`config.mk`:
```
export PLATFORM = sky130hd
export DESIGN_NAME = osl_tx_arbiter_flat
export DESIGN_NICKNAME = d
export VERILOG_FILES = /design/src/rtl/osl_tx_arbiter_pkg.sv /design/src/rtl/osl_tx_arbiter_if.sv /design/src/rtl/osl_tx_arbiter_rr_pick.sv /design/src/rtl/osl_tx_arbiter.sv /design/src/flat_wrapper.sv
export SDC_FILE = /design/constraint.sdc
export NUM_CORES = 1
export LEC_CHECK = 0
export BUFFER_PORTS_ARGS = -buffer_cell sky130_fd_sc_hd__buf_2
export CORE_ASPECT_RATIO = 0.9
export CORE_MARGIN = 5
export CORE_UTILIZATION = 38
export DETAILED_ROUTE_END_ITERATION = 8
export PLACE_DENSITY_LB_ADDON = 0.25
export SLEW_MARGIN = 20
export SYNTH_ARGS = -nofsm -noshare
export SYNTH_HDL_FRONTEND = slang
export SYNTH_HIERARCHICAL = 1
export SYNTH_SLANG_ARGS = --single-unit
```
`constraint.sdc`:
```
create_clock -name clk -period 1.9 [get_ports clk]
set_input_delay 0.095 -clock clk [delete_from_list [all_inputs] [get_ports clk]]
set_output_delay 0.095 -clock clk [all_outputs]
set_load 0.005 [all_outputs]
```
`src/rtl/osl_tx_arbiter_pkg.sv`:
```
// Shared types and defaults for the osl_rxtx transmit-port arbiter.
// State encodings are fixed 2-bit values so they line up with the link headers.
package osl_tx_arbiter_pkg;

    localparam int TXA_WORDSZ = 32;
    localparam int TXA_TMO    = 64;

    typedef enum logic [1:0] {
        TXA_IDLE     = 2'd0,
        TXA_WRITE    = 2'd1,
        TXA_WAIT_LOW = 2'd2
    } txa_state_e;

    // Index reached by stepping 'off' places past 'base' on a ring of 'n' entries.
    function automatic int txa_wrap(input int base, input int off, input int n);
        return (base + off) % n;
    endfunction

endpackage

```
`src/rtl/osl_tx_arbiter_if.sv`:
```
// Requester and host-port bundle between the arbiter (master) and its environment (slave).
interface osl_tx_arbiter_if
    import osl_tx_arbiter_pkg::*;
#(
    parameter int NREQ   = 4,
    parameter int GIDW   = 2,
    parameter int WORDSZ = TXA_WORDSZ
);
    logic [NREQ-1:0]        req_valid;
    logic [NREQ*WORDSZ-1:0] req_data;
    logic [NREQ-1:0]        req_ack;
    logic                   host_wr;
    logic [WORDSZ-1:0]      host_din;
    logic                   host_dir;
    logic                   busy;
    logic [GIDW-1:0]        grant_id;
    logic                   timeout_err;
    logic                   err_clr;

    modport master (
        input  req_valid, req_data, host_dir, err_clr,
        output req_ack, host_wr, host_din, busy, grant_id, timeout_err
    );

    modport slave (
        output req_valid, req_data, host_dir, err_clr,
        input  req_ack, host_wr, host_din, busy, grant_id, timeout_err
    );

endinterface

```
`src/rtl/osl_tx_arbiter_rr_pick.sv`:
```
// Combinational round-robin picker: first set request after the last winner, with wrap.
module osl_rr_pick
    import osl_tx_arbiter_pkg::*;
#(
    parameter int NREQ = 4,
    parameter int GIDW = 2
) (
    input  logic [NREQ-1:0] i_req,
    input  logic [GIDW-1:0] i_last,
    output logic [GIDW-1:0] o_win,
    output logic            o_found
);

    // Offsets run 1..NREQ so the last winner is considered only after everyone else.
    always_comb begin
        o_win   = '0;
        o_found = 1'b0;
        for (int k = 1; k <= NREQ; k++) begin
            if (!o_found && i_req[GIDW'(txa_wrap(int'(i_last), k, NREQ))]) begin
                o_win   = GIDW'(txa_wrap(int'(i_last), k, NREQ));
                o_found = 1'b1;
            end
        end
    end

endmodule

```
`src/rtl/osl_tx_arbiter.sv`:
```
// Round-robin arbiter feeding one word at a time into the osl_rxtx transmit host port,
// then holding off until the link has gone busy (host_dir low) or a timeout expires.
module osl_tx_arbiter
    import osl_tx_arbiter_pkg::*;
#(
    parameter int NREQ   = 4,
    parameter int GIDW   = 2,
    parameter int TMO    = TXA_TMO,
    parameter int WORDSZ = TXA_WORDSZ
) (
    input  logic              clk,
    input  logic              reset,
    osl_tx_arbiter_if.master  bus
);

    localparam int              CNTW     = $clog2(TMO);
    localparam logic [CNTW-1:0] CNT_LAST = CNTW'(TMO - 1);

    txa_state_e        r_state;
    txa_state_e        w_state_nxt;
    logic              w_grant;
    logic              w_tmo;
    logic [GIDW-1:0]   w_win;
    logic              w_found;
    logic [NREQ-1:0]   w_onehot;
    logic [WORDSZ-1:0] w_word;

    logic [GIDW-1:0]   r_last;
    logic [CNTW-1:0]   r_cnt;
    logic [NREQ-1:0]   r_req_ack;
    logic              r_host_wr;
    logic [WORDSZ-1:0] r_host_din;
    logic              r_busy;
    logic [GIDW-1:0]   r_grant_id;
    logic              r_timeout_err;

    osl_rr_pick #(
        .NREQ (NREQ),
        .GIDW (GIDW)
    ) u_pick (
        .i_req   (bus.req_valid),
        .i_last  (r_last),
        .o_win   (w_win),
        .o_found (w_found)
    );

    always_comb begin
        w_onehot = '0;
        w_word   = '0;
        for (int i = 0; i < NREQ; i++) begin
            if (w_win == GIDW'(i)) begin
                w_onehot[i] = 1'b1;
                w_word      = bus.req_data[i*WORDSZ +: WORDSZ];
            end
        end
    end

    always_ff @(posedge clk) begin
        if (reset) begin
            r_state <= TXA_IDLE;
        end else begin
            r_state <= w_state_nxt;
        end
    end

    // Requests are only looked at in IDLE and only while the link reports TX ready.
    always_comb begin
        w_state_nxt = r_state;
        w_grant     = 1'b0;
        w_tmo       = 1'b0;
        case (r_state)
            TXA_IDLE: begin
                if (bus.host_dir && w_found) begin
                    w_grant     = 1'b1;
                    w_state_nxt = TXA_WRITE;
                end
            end
            TXA_WRITE: begin
                w_state_nxt = TXA_WAIT_LOW;
            end
            TXA_WAIT_LOW: begin
                if (!bus.host_dir) begin
                    w_state_nxt = TXA_IDLE;
                end else if (r_cnt == CNT_LAST) begin
                    w_tmo       = 1'b1;
                    w_state_nxt = TXA_IDLE;
                end
            end
            default: begin
                w_state_nxt = TXA_IDLE;
            end
        endcase
    end

    // Outputs are registered from next-state decode so host_wr/req_ack land in the WRITE cycle.
    always_ff @(posedge clk) begin
        if (reset) begin
            r_last        <= GIDW'(NREQ - 1);
            r_cnt         <= '0;
            r_req_ack     <= '0;
            r_host_wr     <= 1'b0;
            r_host_din    <= '0;
            r_busy        <= 1'b0;
            r_grant_id    <= '0;
            r_timeout_err <= 1'b0;
        end else begin
            r_host_wr <= w_grant;
            r_req_ack <= w_grant ? w_onehot : '0;
            r_busy    <= (w_state_nxt != TXA_IDLE);
            if (w_grant) begin
                r_host_din <= w_word;
                r_grant_id <= w_win;
                r_last     <= w_win;
            end
            if (r_state == TXA_WRITE) begin
                r_cnt <= '0;
            end else if (r_state == TXA_WAIT_LOW) begin
                r_cnt <= r_cnt + 1'b1;
            end
            if (bus.err_clr) begin
                r_timeout_err <= 1'b0;
            end else if (w_tmo) begin
                r_timeout_err <= 1'b1;
            end
        end
    end

    assign bus.req_ack     = r_req_ack;
    assign bus.host_wr     = r_host_wr;
    assign bus.host_din    = r_host_din;
    assign bus.busy        = r_busy;
    assign bus.grant_id    = r_grant_id;
    assign bus.timeout_err = r_timeout_err;

endmodule
```
`src/flat_wrapper.sv`:
```
// flat-port wrapper written by rule: the top's interface ports become plain ports
module osl_tx_arbiter_flat import osl_tx_arbiter_pkg::*;
#(
    parameter int NREQ   = 4,
    parameter int GIDW   = 2,
    parameter int TMO    = TXA_TMO,
    parameter int WORDSZ = TXA_WORDSZ
)
  (clk, reset, bus_req_valid, bus_req_data, bus_host_dir, bus_err_clr, bus_req_ack, bus_host_wr, bus_host_din, bus_busy, bus_grant_id, bus_timeout_err);
  osl_tx_arbiter_if #(.NREQ(NREQ), .GIDW(GIDW), .WORDSZ(WORDSZ)) bus_i ();
  input  logic clk;
  input  logic reset;
  input wire logic [$bits(bus_i.req_valid)-1:0] bus_req_valid;
  input wire logic [$bits(bus_i.req_data)-1:0] bus_req_data;
  input wire logic [$bits(bus_i.host_dir)-1:0] bus_host_dir;
  input wire logic [$bits(bus_i.err_clr)-1:0] bus_err_clr;
  output wire logic [$bits(bus_i.req_ack)-1:0] bus_req_ack;
  output wire logic [$bits(bus_i.host_wr)-1:0] bus_host_wr;
  output wire logic [$bits(bus_i.host_din)-1:0] bus_host_din;
  output wire logic [$bits(bus_i.busy)-1:0] bus_busy;
  output wire logic [$bits(bus_i.grant_id)-1:0] bus_grant_id;
  output wire logic [$bits(bus_i.timeout_err)-1:0] bus_timeout_err;
  assign bus_i.req_valid = bus_req_valid;
  assign bus_i.req_data = bus_req_data;
  assign bus_i.host_dir = bus_host_dir;
  assign bus_i.err_clr = bus_err_clr;
  assign bus_req_ack = bus_i.req_ack;
  assign bus_host_wr = bus_i.host_wr;
  assign bus_host_din = bus_i.host_din;
  assign bus_busy = bus_i.busy;
  assign bus_grant_id = bus_i.grant_id;
  assign bus_timeout_err = bus_i.timeout_err;
  osl_tx_arbiter #(.NREQ(NREQ), .GIDW(GIDW), .TMO(TMO), .WORDSZ(WORDSZ)) u_core (.clk(clk), .reset(reset), .bus(bus_i));
endmodule
```
==> summary by stage, run 1 <==
Outcome
The run finished with clean final reports.

Floorplanning
The I/O pin count is 177. The die extent in y is 88.1 um. The die width is 96.8 um.

The die footprint is 0.00853 mm2. The number of rows in the core area is 28. The effective utilization at floorplan is 39.1%. The placeable core region is 0.00659 mm2.

Hold path
The worst hold path passes through 2 cells. The startpoint of the worst hold path is reset. The path with the worst hold slack has its endpoint at u_core/bus.host_wr. The class of the tightest hold or removal check is primary input to register.

Worst setup path
By startpoint and endpoint, the worst setup path is classified as register to register. The startpoint of the lowest-slack register-to-register path is u_core/r_last[1]. The data arrival time of the critical path is 2060 ps. In this run the worst setup path begins at u_core/r_last[1]. The slowest library cell on the worst path is mux4_2. In this run the critical register-to-register path is captured at u_core/bus.host_din[8].

Walking the worst path, the cells encountered are mux2i_1, o221ai_4, buf_12, buf_4, mux4_2, a22o_1. STA classifies the critical path endpoint as a register. The required time at the endpoint of the critical path is 2100 ps.

The startpoint class of the critical path is a register. The slack of the worst reg-to-reg path is 40 ps. On the worst path, the slowest cell contributes a delay of 430 ps. The worst register-to-register path has a depth of 6.

The maximum fanout along the worst path is 8.

STA
For the final database, setup skew stands at 13.5 ps. The worst path in the final design needs a cycle of 1860 ps, including I/O delays and setup. The tightest hold margin is 168 ps. The number of endpoints with negative hold slack in the final report is 0. The final-report max-slew violation count is 0.

The fraction of the cycle the final worst path needs is 97.8%. The total negative slack for setup checks is 0 ps. The top achievable clock speed is 538 MHz. The normalized max-slew margin is 45.4%. Setup repair after global routing could not meet its margin everywhere. The slew of the pin with the lowest slew margin is 818 ps. Setup violations remaining at the end of the flow were counted as 0.

Final layout
The final layout net count is 518. The post-layout utilization of the core is 58.0%. In the final layout, the multi-input gates occupy 0.00145 mm2. From synthesis to final layout, the design area changed by 48.1%. The area taken by flip-flops and latches is 0.00102 mm2.

The final non-filler cell total is 472. Fill cells in the final layout number 594. The share of final-layout standard cells stronger than drive strength 1 is 61.8%.

The number of diodes added for antenna fixing is 0.

Logic synthesis
The Yosys warning count is 6. After synthesis the cells add up to 0.00258 mm2. The post-synthesis cell count is 198. Synthesis inferred 51 register bits.

The synthesized design contains 0 enable-type register cells. The average instance area after synthesis is 13.0 um2. For this run, the leading register cell type out of synthesis is dfxtp_1. The sequential-to-total area share from yosys stat is 39.6%. The number of different library cells used by synthesis comes to 41. The post-synthesis net count is 335.

The proportion of register bits with asynchronous set or reset after synthesis is 0%.

Global route
The initial antenna violation count is 0. For this run, the total global-route usage over all layers was measured as 19.3%. The maximum number of pins on one net before global-route repair is 35. The number of global-route vias before repair is 2,515. The first global-routing pass estimated 12,900 um of wire.

After global routing the overflow that remains totals 0.

Clocking
The TritonCTS buffer count is 5. TritonCTS built the clock tree. No sink is reached through more buffers than the 2 on the longest clock path. The number of sinks driven by the clock tree is 51. The clock insertion delay at the later pin of the skew report is 300 ps. Clock tree synthesis selected as its root buffer the cell clkbuf_8. The H-tree was split into 2 levels. Clock-pin slew was measured on the worst setup and hold paths at 100 ps.

Drt
For this run, the detailed router's first-pass iteration total came to 4. The post-detailed-route count of antenna-violating nets is 0. Dividing the detail-routed via count by the number of cells gives 5.14. The number of vias in the routed layout is 2,427. The remaining routing DRC violations is 0.

The final layout contains routed wiring with a total length of 8580 um. The DRC marker count from the first detailed-route iteration is 105. After detailed routing, the average wire length per cell comes to 18.2 um.

Placed design
The count of buffers added on input and output ports is 176. After legalization and detailed placement, the total HPWL measured 6670 um. Routability-driven placement finished with a final weighted congestion of 0.869.

The number of placed instances, taps included, is 457.

Power
The total leakage power is 1.80 nW. The maximum vdd drop is 0.391 mV. For this design the ratio of total power to cell area is 730 mW/mm2.

Flow run
The tool flagged a number of max-cap violations equal to 0.
layout by cell type (no fill, tap or decap), types with 2 or more instances in the layout:
master | Yosys | layout
nor2_1 | 5 | 5
a21oi_1 | 13 | 12
nand2_1 | 11 | 11
mux4_2 | 26 | 29
nor4b_1 | 2 | 2
inv_1 | 2 | 2
dfxtp_1 | 51 | 50
buf_4 | 0 | 7
buf_12 | 2 | 5
buf_16 | 0 | 2
clkbuf_8 | 0 | 7
o21ai_0 | 2 | 2
a22o_1 | 32 | 32
nand2b_1 | 6 | 5
or3_1 | 2 | 2
mux4_1 | 6 | 3
buf_2 | 10 | 176
report_power, final:
group	switching (mW)	internal, mW	total (mW)
logic	0.343	0.546	0.888
clock network	0.358	0.332	0.691
registers	0.0504	1.16	1.21
metrics by stage:
step	setup slack (ps)	total power [mW]	cell area, um2
5_1_grt	-29.6	2.94	3820
4_1_cts	9.38	2.79	3790
3_5_place_dp	-82.5	2.06	3600
6_report	42.2	2.79	3820
3_3_place_gp	-40.2	2.03	3600
2_1_floorplan	46.4	1.71	2580
what timing repair did:
item,4_1_cts,5_1_grt
hold buffers,1,0
gates resized for setup,3,4
pin swaps,1,1
hold endpoints to repair,1,0
cloned,1,1
setup endpoints to repair,29,16
setup buffers,3,1
synth_stat cells, types with 2 or more instances:
library cell,count,area [um2]
buf_12,2,40.0
or3_1,2,12.5
nand2_1,11,41.3
a21oi_1,13,65.1
a22o_1,32,280
mux4_2,26,586
nor4b_1,2,17.5
nand2b_1,6,37.5
dfxtp_1,51,1020
buf_6,2,22.5
inv_1,2,7.51
buf_2,10,50.1
o21ai_0,2,10.0
mux4_1,6,158
nor2_1,5,18.8
sequential cells by signal, summed over array words and instances (netlist names):
register and flops:
u_core/bus.grant_id 2, u_core/bus.timeout_err 1, u_core/r_last 2, u_core/bus.host_wr 1
u_core/r_cnt 6, u_core/bus.req_ack 4, u_core/bus.host_din 32, u_core/r_state 2
u_core/bus.busy 1
final cells by class:
| class | instances | share of cell area (%) |
|---|---|---|
| Sequential cell | 51 | 26.8 |
| Tap cell | 90 | 2.95 |
| Multi-Input combinational cell | 129 | 37.9 |
| Clock inverter | 1 | 0.197 |
| Timing Repair Buffer | 192 | 29.4 |
| Inverter | 2 | 0.197 |
| Clock buffer | 7 | 2.52 |
cells by family after synthesis:
family / synth area share (%)
AO/OA/AOI/OAI: 15.9
XOR/XNOR: 0.680
adder cells (fa/ha/maj): 0.485
buffers and inverters: 4.95
flip-flops: 39.6
multiplexers: 29.2
AND/OR/NAND/NOR: 9.13
layer usage:
metal	part of all wire (%)	vias to the layer above	track usage, %
met4	1.0	0	3.95
met2	54	99	36.5
li1	-	1162	-
met3	6.6	8	5.02
met5	0	-	0
met1	38	1158	22.3
worst max-delay path: cells and delay by family (launching register included):
| family | cells | cell delay (ps) |
|---|---|---|
| AO/OA/AOI/OAI | 2 | 400 |
| multiplexers | 2 | 720 |
| buffers and inverters | 2 | 310 |
| flip-flops | 1 | 350 |
how the worst max path moves through the flow:
stage               depth (start not counted)                     end
floorplan                                   7  u_core/bus.host_din[3]
global placement                            6  u_core/bus.host_din[9]
detailed placement                          6  u_core/bus.host_din[9]
CTS                                         7  u_core/bus.host_din[9]
global route                                6  u_core/bus.host_din[8]
finish                                      6  u_core/bus.host_din[8]
No activity file was read; power rests on OpenSTA's default activity.
==> run 2, diff against run 1 <==
HOLD_SLACK_MARGIN = 0.05   (was unset)
SETUP_SLACK_MARGIN = 0.4   (was unset)
==> summary by stage, run 2 (same netlist as run 1, synthesis figures left out) <==
Global route
The initial antenna violation count was 0 (unchanged). The number of global-route vias before repair is 2,667 (+6.0%). The wire length of the first global-routing pass is 13,800 um (+6.7%).

The global routing usage summed across all routing layers is 20.3% (+1.0 points). The remaining global-route overflow is 0 (unchanged). The maximum number of pins on one net before global-route repair was 33 (-5.7%).

Worst setup path
The required time at the endpoint of the critical path came to 2100 ps (about the same). The startpoint class of the critical path is a register. The setup path with the least slack is of type register to register.

The data arrival time of the critical path is 2080 ps (+20 ps). The slack of the worst reg-to-reg path is 20 ps (-30 ps). The length in cells of the worst reg-to-reg path came to 7 (+1). The end of the worst register-to-register path is u_core/bus.host_din[8]. STA classifies the critical path endpoint as a register. The startpoint identified for the worst register-to-register timing path is u_core/r_last[1].

The maximum fanout along the worst path came to 7 (-1).

Placed design
The cell area after placement was 0.00358 mm2 (-0.59%). The post-placement setup slack is -68.5 ps (+14.0 ps). The count of input and output buffers came to 176 (unchanged).

The global placement routability congestion is 0.844 (-2.9%). The HPWL after detailed placement is 6560 um (-1.6%).

Power
The overall power is 2.84 mW (+2.0%). The total power per unit cell area is 718 mW/mm2 (-1.8%). The maximum vdd drop came to 0.419 mV (+7.1%). The total leakage power is 1.86 nW (+3.2%).

Drt
The DRC marker count from the first detailed-route iteration is 108 (+2.9%). The number of vias in the routed layout is 2,488 (+2.5%). The post-detailed-route count of antenna-violating nets is 0 (unchanged). The aggregate routed wire length is 8950 um (+4.3%). The detailed-route vias per instance is 5.17 (+0.60%). The detailed-routing iteration count for the pre-antenna-repair pass is 4 (unchanged). The post-detailed-route wirelength per cell is 18.6 um (+2.3%). The remaining routing DRC violations is 0 (unchanged).

Floorplanning
The number of rows in the core area is 28 (unchanged). The placeable core region was 0.00659 mm2 (unchanged). The die footprint is 0.00853 mm2 (unchanged). The effective utilization at floorplan was 39.1% (unchanged). The die width was 96.8 um (unchanged).

The I/O pin count is 177 (unchanged). The die extent in y is 88.1 um (unchanged).

Hold path
The cell depth of the worst hold path is 4 (+2). The class of the tightest hold or removal check is primary input to register. The startpoint of the worst hold path is bus_host_dir. The terminating pin of the worst hold path is u_core/bus.busy.

STA
The minimum setup slack in the final design came to 16.7 ps (-25.5 ps). The worst clock skew is 5.36 ps (-8.13 ps). The tightest hold margin was 202 ps (+34.4 ps). The shortest period the worst path allows is 1880 ps (+25.5 ps).

The fraction of the cycle the final worst path needs came to 99.1% (+1.3 points). The top achievable clock speed was 531 MHz (-1.4%). The number of endpoints with negative hold slack in the final report is 0 (unchanged).

Setup repair after global routing could not meet its margin everywhere. The final setup violation count is 0 (unchanged). The normalized max-slew margin is 73.7% (+28 points). The final-report max-slew violation count is 0 (unchanged). The slew of the pin with the lowest slew margin is 394 ps (-424 ps).

Final layout
The number of inserted filler cells in the final layout was 603 (+1.5%). The number of diodes added for antenna fixing is 0 (unchanged). The design area was 0.00396 mm2 (+3.8%). The final layout net count is 527 (+1.7%). The share of final-layout standard cells stronger than drive strength 1 is 64.2% (+2.4 points). The library cells used most frequently in the layout, excluding fill and tap cells, are buf_2 (176), dfxtp_1 (50), mux4_2 (32), a22o_1 (32), a21oi_1 (12). The flip-flop count of the largest register, all copies and words added is 32 (unchanged).

The library cell used most frequently in the layout, excluding fill and tap cells, is buf_2. The layout overhead on the synthesized area is 53.8%.

Clocking
The number of sinks driven by the clock tree is 51 (unchanged). The clock-pin slew on the worst setup and hold paths came to 100 ps (about the same). The TritonCTS buffer count is 5 (unchanged). The root cell of the clock tree is clkbuf_8. The number of H-tree levels is 2 (unchanged). The clock insertion delay at the later pin of the skew report was 290 ps (about the same). TritonCTS built the clock tree. The maximum buffer depth of the clock tree is 2 (unchanged).

Outcome
The flow ran to the end, and the final reports show no timing, DRC or antenna violations.

Flow run
The number of maximum-capacitance constraint violations was 0 (unchanged).
## run 2: final cells by class
class / count / area, um2 / area share [%]
repair buffers: 200 / 1240 / 31.3
flip-flops and latches: 51 / 1020 / 25.9
well taps: 90 / 113 / 2.84
clock buffers: 7 / 86.3 / 2.18
inverters: 2 / 7.51 / 0.189
multi-input cells: 130 / 1480 / 37.4
clock inverters: 1 / 8.76 / 0.221
## run 2: what timing repair did
item                       in CTS  in global routing
setup buffers                  11                  2
cloned                          3                  2
resized for setup              15                  2
setup endpoints to repair      38                 40
pin swaps                      13                 10
hold buffers                    1                  0
hold endpoints to repair        1                  0
## run 2: how the worst max path moves through the flow
stage                                start  slack, ps  cells after the start                 endpoint
after global routing      u_core/r_last[1]        -30                      8  u_core/bus.host_din[20]
final                     u_core/r_last[1]         20                      7   u_core/bus.host_din[8]
after global placement    u_core/r_last[1]        -30                      6   u_core/bus.host_din[9]
after floorplan           u_core/r_last[1]        100                      7  u_core/bus.host_din[15]
after CTS                 u_core/r_last[1]        -10                      7   u_core/bus.host_din[8]
after detailed placement  u_core/r_last[1]        -70                      6   u_core/bus.host_din[8]
## run 2: layer usage
metal | track usage, % | routed length, um | part of all wire [%] | vias to the layer above
li1 | - | - | - | 1181
met1 | 24.5 | 3570 | 40 | 1196
met2 | 38.0 | 4760 | 53 | 103
met3 | 4.94 | 542 | 6.1 | 8
met4 | 2.81 | 72 | 0.80 | 0
met5 | 0 | 0 | 0 | -
## run 2: power breakdown
group          internal (mW)  switching [mW]
clock                  0.300           0.363
sequential              1.16          0.0504
combinational          0.603           0.369
## run 2: stage by stage
step	instances	util, %	setup TNS [ps]
global route	481	60.2	-289
detailed placement	454	54.4	-505
CTS	477	59.0	-26.3
finish	481	60.2	0
floorplan	198	-	0
global placement	454	54.4	-63.8
## run 2: critical path, stage by stage (launching register included)
cell,delay (ps)
dfxtp_4,380
nand2b_4,120
a21oi_2,60
o221ai_4,190
buf_12,180
buf_12,130
mux4_2,500
a22o_1,210
